$ cat config.mk
export PLATFORM = sky130hd
export DESIGN_NAME = lut_neuron_prog
export DESIGN_NICKNAME = d
export VERILOG_FILES = /design/src/rtl/lut_neuron_prog.sv
export SDC_FILE = /design/constraint.sdc
export NUM_CORES = 1
export LEC_CHECK = 0
export CORE_MARGIN = 2
export CORE_UTILIZATION = 40
export CTS_CLUSTER_SIZE = 14
export DETAILED_ROUTE_END_ITERATION = 10
export SLEW_MARGIN = 20
export SYNTH_ARGS = -nofsm -noshare
export SYNTH_HDL_FRONTEND = slang
export SYNTH_SLANG_ARGS = --single-unit
export TNS_END_PERCENT = 20
$ cat constraint.sdc
create_clock -name clk -period 2.4 [get_ports clk]
set_input_delay 0.48 -clock clk [delete_from_list [all_inputs] [get_ports clk]]
set_output_delay 0.48 -clock clk [all_outputs]
set_load 0.01 [all_outputs]
$ cat src/rtl/lut_neuron_prog.sv
// Programmable LUT neuron array: NUM_CH independent lookup tables fed by a
// 2-stage valid/ready pipeline, with a LOAD/RUN/DRAIN mode FSM that only
// permits table writes while the datapath is idle.
`timescale 1ns/1ps

module lut_neuron_prog #(
    parameter int IN_BITS  = 6,
    parameter int OUT_BITS = 1,
    parameter int NUM_CH   = 4,
    localparam int CH_W    = (NUM_CH > 1) ? $clog2(NUM_CH) : 1,
    localparam int DEPTH   = 1 << IN_BITS
) (
    input  logic                         clk,
    input  logic                         rst_n,
    input  logic                         cfg_we,
    input  logic [CH_W-1:0]              cfg_ch,
    input  logic [IN_BITS-1:0]           cfg_addr,
    input  logic [OUT_BITS-1:0]          cfg_data,
    input  logic                         cfg_commit,
    input  logic                         cfg_unlock,
    output logic                         cfg_err,
    output logic                         running,
    input  logic                         in_valid,
    output logic                         in_ready,
    input  logic [NUM_CH*IN_BITS-1:0]    in_data,
    output logic                         out_valid,
    input  logic                         out_ready,
    output logic [NUM_CH*OUT_BITS-1:0]   out_data
);

    typedef enum logic [1:0] {
        LOAD  = 2'd0,
        RUN   = 2'd1,
        DRAIN = 2'd2
    } state_e;

    state_e                       state_q, state_d;
    logic                         cfg_err_q, cfg_err_d;
    logic                         s1_valid_q;
    logic [NUM_CH*IN_BITS-1:0]    s1_data_q;
    logic                         out_valid_q;
    logic [NUM_CH*OUT_BITS-1:0]   out_data_q;
    logic [NUM_CH*OUT_BITS-1:0]   lookup;
    logic [OUT_BITS-1:0]          tbl_q [NUM_CH][DEPTH];

    logic ch_ok, wr_ok, en, accept, pipe_empty;

    // The channel select may be wider than needed when NUM_CH is not a power of two.
    assign ch_ok      = ({1'b0, cfg_ch} < (CH_W+1)'(NUM_CH));
    assign wr_ok      = cfg_we && ch_ok && (state_q == LOAD);
    assign cfg_err_d  = cfg_we && !wr_ok;

    // Whole pipeline advances together whenever the output slot is free or being taken.
    assign en         = !out_valid_q || out_ready;
    assign in_ready   = (state_q == RUN) && en;
    assign accept     = in_valid && in_ready;
    assign pipe_empty = !s1_valid_q && !out_valid_q;

    assign running    = (state_q == RUN);
    assign cfg_err    = cfg_err_q;
    assign out_valid  = out_valid_q;
    assign out_data   = out_data_q;

    // Mode state register and write-error flag.
    always_ff @(posedge clk or negedge rst_n) begin
        if (!rst_n) begin
            state_q   <= LOAD;
            cfg_err_q <= 1'b0;
        end else begin
            // NOTE: sequential state uses non-blocking assignments so every
            // register samples pre-edge values, independent of statement order.
            state_q   <= state_d;
            cfg_err_q <= cfg_err_d;
        end
    end

    // Mode transitions: commit only from LOAD, unlock only from RUN, drain until empty.
    always_comb begin
        // NOTE: default first so no path through the case leaves state_d unassigned (no latch).
        state_d = state_q;
        unique case (state_q)
            LOAD:    if (cfg_commit) state_d = RUN;
            RUN:     if (cfg_unlock) state_d = DRAIN;
            DRAIN:   if (pipe_empty) state_d = LOAD;
            default: state_d = LOAD;
        endcase
    end

    // Table storage: written only in LOAD with an in-range channel.
    // NOTE: the tables are a memory and deliberately have no reset, so contents
    // survive rst_n and the array can map onto RAM/LUT-RAM resources.
    always_ff @(posedge clk) begin
        if (wr_ok) tbl_q[cfg_ch][cfg_addr] <= cfg_data;
    end

    // Per-channel combinational lookup from the stage-1 register, all channels in parallel.
    always_comb begin
        lookup = '0;
        for (int c = 0; c < NUM_CH; c++) begin
            lookup[c*OUT_BITS +: OUT_BITS] = tbl_q[c][s1_data_q[c*IN_BITS +: IN_BITS]];
        end
    end

    // Two pipeline stages sharing one advance enable; both hold while output is stalled.
    always_ff @(posedge clk or negedge rst_n) begin
        if (!rst_n) begin
            s1_valid_q  <= 1'b0;
            s1_data_q   <= '0;
            out_valid_q <= 1'b0;
            out_data_q  <= '0;
        end else if (en) begin
            s1_valid_q  <= accept;
            if (accept) s1_data_q <= in_data;
            out_valid_q <= s1_valid_q;
            if (s1_valid_q) out_data_q <= lookup;
        end
    end

endmodule

==> results.sh, run 1 <==
export IMPL_outcome="finished clean"
export IMPL_drv_slew=0
export IMPL_grt_use_total_pct=19.7
export IMPL_yosys_area_top_type_share_pct=60.8
export IMPL_cts_buffers=31
export IMPL_power_leakage_nw=4.85
export IMPL_core_rowCount=65
export IMPL_required_ns=1.92
export IMPL_async_flop_share_pct=11.4
export IMPL_p_total_mw=15.0
export IMPL_setup_violations=0
export IMPL_cts_tree="built"
export IMPL_dp_slack_ns=0.113
export IMPL_synth_seq_area_share_pct=67.3
export IMPL_finalNetCount=996
export IMPL_hold_class="input port to async pin"
export IMPL_setup_tns_final_ns=0
export IMPL_io_buffers=47
export IMPL_ir_drop_v=0.000624
export IMPL_crit_arrival_ns=1.78
export IMPL_dpl_cell_area_um2=13900
export IMPL_coreArea_um2=31300
export IMPL_drt_first_pass_iters=5
export IMPL_syn_to_final_growth_pct=16.9
export IMPL_postSynthCellCount=894
export IMPL_cts_hold_buf=0
export IMPL_cts_root_buffer="clkbuf_16"
export IMPL_die_h_um=182
export IMPL_dp_hpwl_mm=20.5
export IMPL_clk_insertion_delay_late_ns=0.58
export IMPL_slew_headroom_pct=45.7
export IMPL_final_core_util_pct=47.3
export IMPL_p_per_area_nw_per_um2=1010
export IMPL_antenna_left=0
export IMPL_crit_type="register to output pin"
export IMPL_antenna_found_initial=0
export IMPL_cp_end_kind="output pin"
export IMPL_ys_top_cells_by_area="edfxtp_1 61%, mux4_2 9.6%, nor2_1 8.0%, dfrtp_1 6.5%, mux2_2 2.5%"
export IMPL_synth_edf_count=256
export IMPL_vias=7639
export IMPL_fmax_mhz=443
export IMPL_crit_chain="inv_1, nor2_2, buf_4, clkdlybuf4s50_1"
export IMPL_final_cell_mix="268 x nor2_1, 256 x edfxtp_1, 78 x nand2_1"
export IMPL_rsz0062_at_grt="no"
export IMPL_ys_warn_count=0
export IMPL_drv_cap=0
export IMPL_syn_area_per_cell_um2=14.2
export IMPL_hold_violations=0
export IMPL_drtIter0Drc=738
export IMPL_clockBufferDepth=3
export IMPL_cpPeakStageDelay_ns=0.52
export IMPL_drc=0
export IMPL_ioPinCount=48
export IMPL_cts_max_level=1
export IMPL_crit_fanout=4
export IMPL_layout_min_cycle_time_ns=2.26
export IMPL_drive_gt1_share_pct=17.5
export IMPL_overflow=0
export IMPL_clock_skew_ns=0.0174
export IMPL_gp_congestion=0.788
export IMPL_vias_per_cell=5.54
export IMPL_synth_cell_types=42
export IMPL_grt_first_pass_wirelength_mm=48.3
export IMPL_startpoint_type="register"
export IMPL_die_w_um=182
export IMPL_slowest_stage="clkdlybuf4s50_1"
export IMPL_worst_slack_ns=0.145
export IMPL_final_common_cell="nor2_1"
export IMPL_dominantRegCellSynth="edfxtp_1"
export IMPL_routedWlPerCell_um=23.3
export IMPL_synth_area_leader_cell="edfxtp_1"
export IMPL_tightest_slew_ns=0.814
export IMPL_syn_area_um2=12700
export IMPL_post_route_period_util_pct=94.0
export IMPL_cts_sinks=289
export IMPL_grt_max_degree=81
export IMPL_final_area_um2=14800
export IMPL_num_antenna_cells=0
export IMPL_clkTransAtPathRegs_ns=0.06
export IMPL_synthesis_nets=934
export IMPL_dieArea_um2=33100
export IMPL_start_util_pct=40.4
export IMPL_grt_pass1_vias=7615
export IMPL_wl_mm=32.1
export IMPL_ys_ff_latch=289
[synthesized netlist by cell type (2+ instances only)]
library cell / number
nor2_1: 269
edfxtp_1: 256
nand2_1: 79
mux4_2: 54
dfrtp_1: 33
mux2i_1: 30
mux2_2: 28
clkbuf_1: 23
buf_1: 19
buf_2: 13
nor3_1: 10
mux4_1: 8
nand3_1: 8
a21oi_1: 6
nand2b_1: 6
nor3b_1: 6
a211oi_1: 3
a22oi_1: 3
buf_4: 3
inv_1: 3
nor4b_1: 3
nor4bb_1: 3
o211a_1: 3
o32ai_1: 3
a22o_1: 2
and3b_1: 2
nor2b_1: 2
o211ai_1: 2
[layout make-up]
| type | count | area [um2] |
|---|---|---|
| Clock inverter | 17 | 114 |
| Tap cell | 402 | 503 |
| Inverter | 3 | 11.3 |
| Clock buffer | 38 | 802 |
| Sequential cell | 289 | 8510 |
| Multi-Input combinational cell | 541 | 3860 |
| Fill cell | 2739 | 16500 |
| Timing Repair Buffer | 90 | 992 |
[critical path: cells and delay by family (launching register included)]
| kind | cells | cell delay [ns] |
|---|---|---|
| buffers and inverters | 3 | 0.72 |
| DFF | 1 | 0.35 |
| and+or+nand+nor | 1 | 0.14 |
[state kept, by name, summed over array words and instances (netlist names)]
signal      cells
out_data        4
state_q         2
s1_valid_q      1
out_valid       1
s1_data_q      24
cfg_err         1
tbl_q         256
[final timing paths]
check | from | to | slack, ns | cells past startpoint
max | state_q[0]$_DFFE_PN0P_ | running | 0.14 | 4
min | rst_n | s1_data_q[6]$_DFFE_PN0P_ | 0.007 | 1
max reg2reg | s1_data_q[12]$_DFFE_PN0P_ | out_data[2]$_DFFE_PN0P_ | 0.24 | 6
min reg2reg | state_q[1]$_DFFE_PN0P_ | state_q[0]$_DFFE_PN0P_ | 0.50 | 1
max in group asynchronous | rst_n | s1_data_q[8]$_DFFE_PN0P_ | 1.88 | 1
min in group clk | cfg_data | tbl_q[0][57]$_DFFE_PP_ | 0.37 | 1
[metal layers]
| layer | vias to the layer above | wire (um) | global-route usage, % |
|---|---|---|---|
| li1 | 3405 | - | - |
| met1 | 3928 | 13700 | 27.4 |
| met2 | 254 | 15900 | 33.3 |
| met3 | 52 | 1830 | 2.39 |
| met4 | 0 | 671 | 5.00 |
| met5 | - | 0 | 0 |
[power by group]
| part | switching, mW | internal, mW |
|---|---|---|
| Combinational | 2.15 | 2.18 |
| Sequential | 0.543 | 5.74 |
| Clock | 1.91 | 2.46 |
[cell families (layout without fill, tap and decap cells)]
kind of cell           after synthesis  in the layout  synth area share, %
AOI/OAI and AO/OA                   27             27                 1.61
buffers and inverters               64            148                 2.29
DFF                                289            289                 67.3
muxes                              120            120                 16.1
and+or+nand+nor                    394            394                 12.7
[stage by stage]
| step | hold WS, ns | cells |
|---|---|---|
| after global routing | 0.0571 | 1380 |
| after CTS | 0.0109 | 1379 |
| after global placement | 0.476 | 1324 |
| final | 0.00690 | 1380 |
| after detailed placement | 0.474 | 1324 |
| after floorplan | 0.184 | 894 |
[what timing repair did]
| item | CTS | global route |
|---|---|---|
| gates resized for setup | 0 | 2 |
| endpoints found under the setup margin | 0 | 1 |
| hold endpoints to repair | 0 | 0 |
| buffers inserted | 0 | 1 |
Power figures use the tool's default switching activity.
==> run 2: changes to the inputs <==
ABC_AREA = 1   (was unset)
PLACE_DENSITY_LB_ADDON = 0.12   (was unset)
==> results.sh, run 2 <==
export IMPL_num_antenna_cells=0
export IMPL_dp_hpwl_mm=26.3
export IMPL_syn_area_um2=13000
export IMPL_slew_headroom_pct=44.0
export IMPL_swShare_pct=35.2
export IMPL_clockBufferDepth=3
export IMPL_slowest_stage="clkdlybuf4s50_1"
export IMPL_largest_reg_flops=256
export IMPL_hold_slack_ns=0.0124
export IMPL_synth_area_leader_cell="edfxtp_1"
export IMPL_cts_hold_buf=0
export IMPL_final_common_cell="nand2_1"
export IMPL_p_per_area_nw_per_um2=1030
export IMPL_syn_to_final_growth_pct=18.0
export IMPL_core_rowCount=66
export IMPL_grt_use_total_pct=23.4
export IMPL_required_ns=1.92
export IMPL_crit_fanout=4
export IMPL_synth_fa_ha_area_share_pct=0
export IMPL_io_buffers=47
export IMPL_drtIter0Drc=849
export IMPL_vias_per_cell=5.18
export IMPL_ir_drop_v=0.000618
export IMPL_yosys_area_top_type_share_pct=58.9
export IMPL_hold_violations=0
export IMPL_final_area_um2=15400
export IMPL_ioPinCount=48
export IMPL_cts_tree="built"
export IMPL_final_core_util_pct=47.7
export IMPL_p_total_mw=15.9
export IMPL_rsz0062_at_grt="no"
export IMPL_ys_ff_latch=289
export IMPL_antenna_found_initial=0
export IMPL_p_sw_mw=5.58
export IMPL_yosysMostFrequentCell="nand2_1"
export IMPL_overflow=0
export IMPL_synth_top_family_by_area="simple AND/OR/NAND/NOR gates"
export IMPL_drt_first_pass_iters=6
export IMPL_crit_chain="nor2_4, clkdlybuf4s50_1"
export IMPL_synth_edf_count=256
export IMPL_postSynthCellCount=1344
export IMPL_final_cell_mix="378 x nand2_1, 283 x nor2_1, 256 x edfxtp_1"
export IMPL_cpPeakStageDelay_ns=0.55
export IMPL_drive_gt1_share_pct=10.5
export IMPL_cts_max_level=1
export IMPL_die_h_um=185
export IMPL_power_leakage_nw=5.64
export IMPL_antenna_left=0
export IMPL_post_route_period_util_pct=90.7
export IMPL_rrSetupSlack_ns=0.39
export IMPL_cp_end_kind="output pin"
export IMPL_startpoint="state_q[1]$_DFFE_PN0P_"
export IMPL_yosys_top_cells_count="383 x nand2_1, 283 x nor2_1, 256 x edfxtp_1, 231 x nand3_1, 33 x dfrtp_1"
export IMPL_finalNetCount=1458
export IMPL_dominantRegCellSynth="edfxtp_1"
export IMPL_cts_sinks=289
export IMPL_postCtsSetupRepairBufs=0
export IMPL_synth_simple_area_share_pct=29.6
export IMPL_dieArea_um2=34100
export IMPL_gp_congestion=0.905
export IMPL_fmax_mhz=460
export IMPL_tightest_slew_ns=0.840
export IMPL_setup_violations=0
export IMPL_grt_pass1_vias=9403
export IMPL_seqPwrFrac_pct=37.6
export IMPL_layout_min_cycle_time_ns=2.18
export IMPL_synth_mux_area_share_pct=0.115
export IMPL_dpl_cell_area_um2=14300
export IMPL_power_share_clock_pct=31.3
export IMPL_crit_type="register to output pin"
export IMPL_async_flop_share_pct=11.4
export IMPL_crit_arrival_ns=1.70
export IMPL_cts_root_buffer="clkbuf_16"
export IMPL_coreArea_um2=32300
export IMPL_wl_mm=39.2
export IMPL_routedWlPerCell_um=20.8
export IMPL_clock_skew_ns=0.0143
export IMPL_startpoint_type="register"
export IMPL_ys_warn_count=0
export IMPL_die_w_um=185
export IMPL_start_util_pct=40.4
export IMPL_intPower_mw=10.3
export IMPL_r2r_start="state_q[1]$_DFFE_PN0P_"
export IMPL_cp_num_buf_inv=1
export IMPL_hold_class="input port to async pin"
export IMPL_critical_path_top_delay_family="buffers and inverters"
export IMPL_cts_buffers=31
export IMPL_synth_xor_area_share_pct=0
export IMPL_clk_insertion_delay_late_ns=0.57
export IMPL_drv_cap=0
export IMPL_p_comb_share_pct=31.1
export IMPL_synth_compound_area_share_pct=1.02
export IMPL_vias=9772
export IMPL_synth_seq_area_share_pct=65.3
export IMPL_outcome="finished clean"
export IMPL_grt_first_pass_wirelength_mm=58.5
export IMPL_drv_slew=0
export IMPL_grt_max_degree=79
export IMPL_synth_cell_types=21
export IMPL_ys_top_cells_by_area="edfxtp_1 59%, nand2_1 11%, nand3_1 8.9%, nor2_1 8.1%, dfrtp_1 6.3%"
export IMPL_regMostFlops="tbl_q"
export IMPL_synthesis_nets=1384
export IMPL_clkTransAtPathRegs_ns=0.06
export IMPL_drc=0
export IMPL_setup_tns_final_ns=0
export IMPL_syn_area_per_cell_um2=9.71
-- run 2: cell types whose count changed in the layout (fill, tap and decap cells not counted), sizes merged, moves of 24 or more --
cell,delta
nand2,+304
nand3,+223
mux4,-62
inv,+31
mux2i,-30
mux2,-27
buf,+24
nor2,+24
-- run 2: power groups by stage --
| stage | logic (mW) | clock network [mW] | registers, mW |
|---|---|---|---|
| finish | 4.94 | 4.97 | 5.96 |
| global route | 5.49 | 5.26 | 5.99 |
| CTS | 4.98 | 5.04 | 5.96 |
| detailed placement | 4.96 | 0 | 6.05 |
| global placement | 4.95 | 0 | 6.05 |
| floorplan | 3.10 | 0 | 5.98 |
-- run 2: final cells by class --
type	instances	area (um2)
Fill cell	3062	16900
Sequential cell	289	8510
Multi-Input combinational cell	944	4020
Timing Repair Buffer	114	1100
Clock buffer	51	951
Tap cell	442	553
Inverter	38	143
Clock inverter	7	114
-- run 2: path summary, 6_finish.rpt --
path | to | depth (start not counted)
max | running | 2
min | s1_data_q[23]$_DFFE_PN0P_ | 1
max reg2reg | tbl_q[2][15]$_DFFE_PP_ | 7
min reg2reg | out_data[1]$_DFFE_PN0P_ | 2
max in group asynchronous | s1_data_q[9]$_DFFE_PN0P_ | 1
min in group clk | tbl_q[2][4]$_DFFE_PP_ | 1
-- run 2: timing repair --
action | in CTS | in global routing
hold endpoints to repair | 0 | 0
gates resized for setup | 0 | 1
setup endpoints to repair | 0 | 1
-- run 2: per-layer routing --
layer | wire [um] | up-vias | GRT usage, %
li1 | - | 4644 | -
met1 | 16900 | 4786 | 31.6
met2 | 18800 | 295 | 39.0
met3 | 2540 | 47 | 4.11
met4 | 982 | 0 | 6.34
met5 | 0 | - | 0
-- run 2: logic make-up after synthesis --
kind of cell | after synthesis
muxes | 1
DFF | 289
buffers and inverters | 111
and+or+nand+nor | 917
AOI/OAI and AO/OA | 26
-- run 2: stage by stage --
step / worst slack, ns / cells
floorplan: 0.802 / 1344
global placement: -0.0791 / 1827
detailed placement: -0.0895 / 1827
CTS: 0.0410 / 1885
global route: 0.153 / 1885
finish: 0.224 / 1885
==> patch (flow settings as in run 1) <==
`IN_BITS`: 6 -> 5.
--- a/src/rtl/lut_neuron_prog.sv
+++ b/src/rtl/lut_neuron_prog.sv
@@ -5,5 +5,5 @@
 
 module lut_neuron_prog #(
-    parameter int IN_BITS  = 6,
+    parameter int IN_BITS  = 5,
     parameter int OUT_BITS = 1,
     parameter int NUM_CH   = 4,
Interface: changed (resized cfg_addr and in_data); port bits go from 48 to 43. No check against the original RTL was run, so the function may have changed too.
==> patch against run 1 <==
Cell area shrank 43%; power shrank 42%; area after synthesis fell by 44%; clock skew down 0.010 ns; cell count shrank 38%; non-clock buffer count is 26 lower; combinational power shrank 48%; utilization increased by 1.4 points; clock power is 33% lower; sequential power fell by 43%; sequential cell count decreased by 132; routed wire length shrank 46%; setup slack better by 0.0087 ns; critical path type is now primary input to primary output; highest routed layer unchanged.
==> patch: results (changes against run 1) <==
- Status: finished, final reports clean
- Register area share after synthesis: 64.3% (-3.0 points)
- Vias in the first global route: 4646 (-39%)
- Ys async rst share: 18.5% (+7.1 points)
- Largest cells by area after synthesis: edfxtp_1 54%, dfrtp_1 10%, mux2i_1 9.0%
- Vias per std cell: 5.28 (-4.6%)
- Total Nets Final: 657 (-34%)
- Library cells used by synthesis: 36 (-14%)
- Compound-gate portion of the synthesized area: 3.91% (+2.3 points)
- Detailed Route WL: 17200 um (-46%)
- Share of layout cells above drive strength 1: 12.9% (-4.6 points)
- Grt met3 use: 3.97% (+1.6 points)
- Commonest cells in the netlist: 142 x nor2_1, 128 x edfxtp_1, 64 x mux2i_1
- GP Congestion: 0.871 (+11%)
- Met1 WL: 7270 um (-47%)
- Number of port buffers: 42 (-11%)
- Syn nets: 598 (-36%)
- Met3 routed WL: 779 um (-57%)
- Post-synthesis mux area share: 13.2% (-3.0 points)
- Setup Slack @ Placement: 0.0489 ns (-0.0645 ns)
- Largest net degree at the start of global routing: 129 (+59%)
- Detail Placement HPWL: 11400 um (-44%)
- Met1 Use GR: 24.1% (-3.3 points)
- Crit Path Max Fanout: 2 (-2)
- Biggest register: tbl_q
- Num CTS Buffers: 17 (-45%)
- CP arrival: 1.77 ns
- Slew margin rel.: 54.9% (+9.1 points)
- First-pass GRT wire length: 26200 um (-46%)
- Worst vdd ir: 0.472 mV (-24%)
- Post-synth EDFFs: 128 (-50%)
- Setup Skew: 0.00740 ns (-0.00995 ns)
- Maximum buffer depth of the clock tree: 2 (-1)
- Syn Area/Cell: 12.6 sq um (-11%)
- Avg WL per Cell: 20.0 um (-14%)
- Overall Global Routing Usage: 19.6% (-0.13 points)
- Inst Count DP: 828 (-37%)
## patch: where the power goes
part           leakage (nW)  switching, mW  total, mW  internal, mW
Combinational          1.27           1.05       2.25          1.20
Sequential             1.50          0.375       3.57          3.20
Clock                 0.305           1.08       2.92          1.84
Total                  3.07           2.51       8.75          6.24
## patch: final cells by class
type | count | area [sq um]
multi-input combinational | 380 | 2340
sequential | 157 | 4570
clock inverter | 15 | 221
inverter | 2 | 7.51
clock buffer | 17 | 425
fill | 1527 | 8900
timing repair buffer | 64 | 606
tap | 225 | 282
## patch: final timing paths
kind / start / endpoint / slack, ns / cells past startpoint
min in group clk: s1_valid_q / out_valid / 0.52 / 1
min: rst_n / s1_data_q[16] / 0.48 / 2
min reg2reg: s1_valid_q / out_valid / 0.52 / 1
max reg2reg: state_q[1] / tbl_q[3][15] / 0.49 / 5
max: out_ready / in_ready / 0.15 / 4
max in group asynchronous: rst_n / out_data[1] / 1.60 / 2
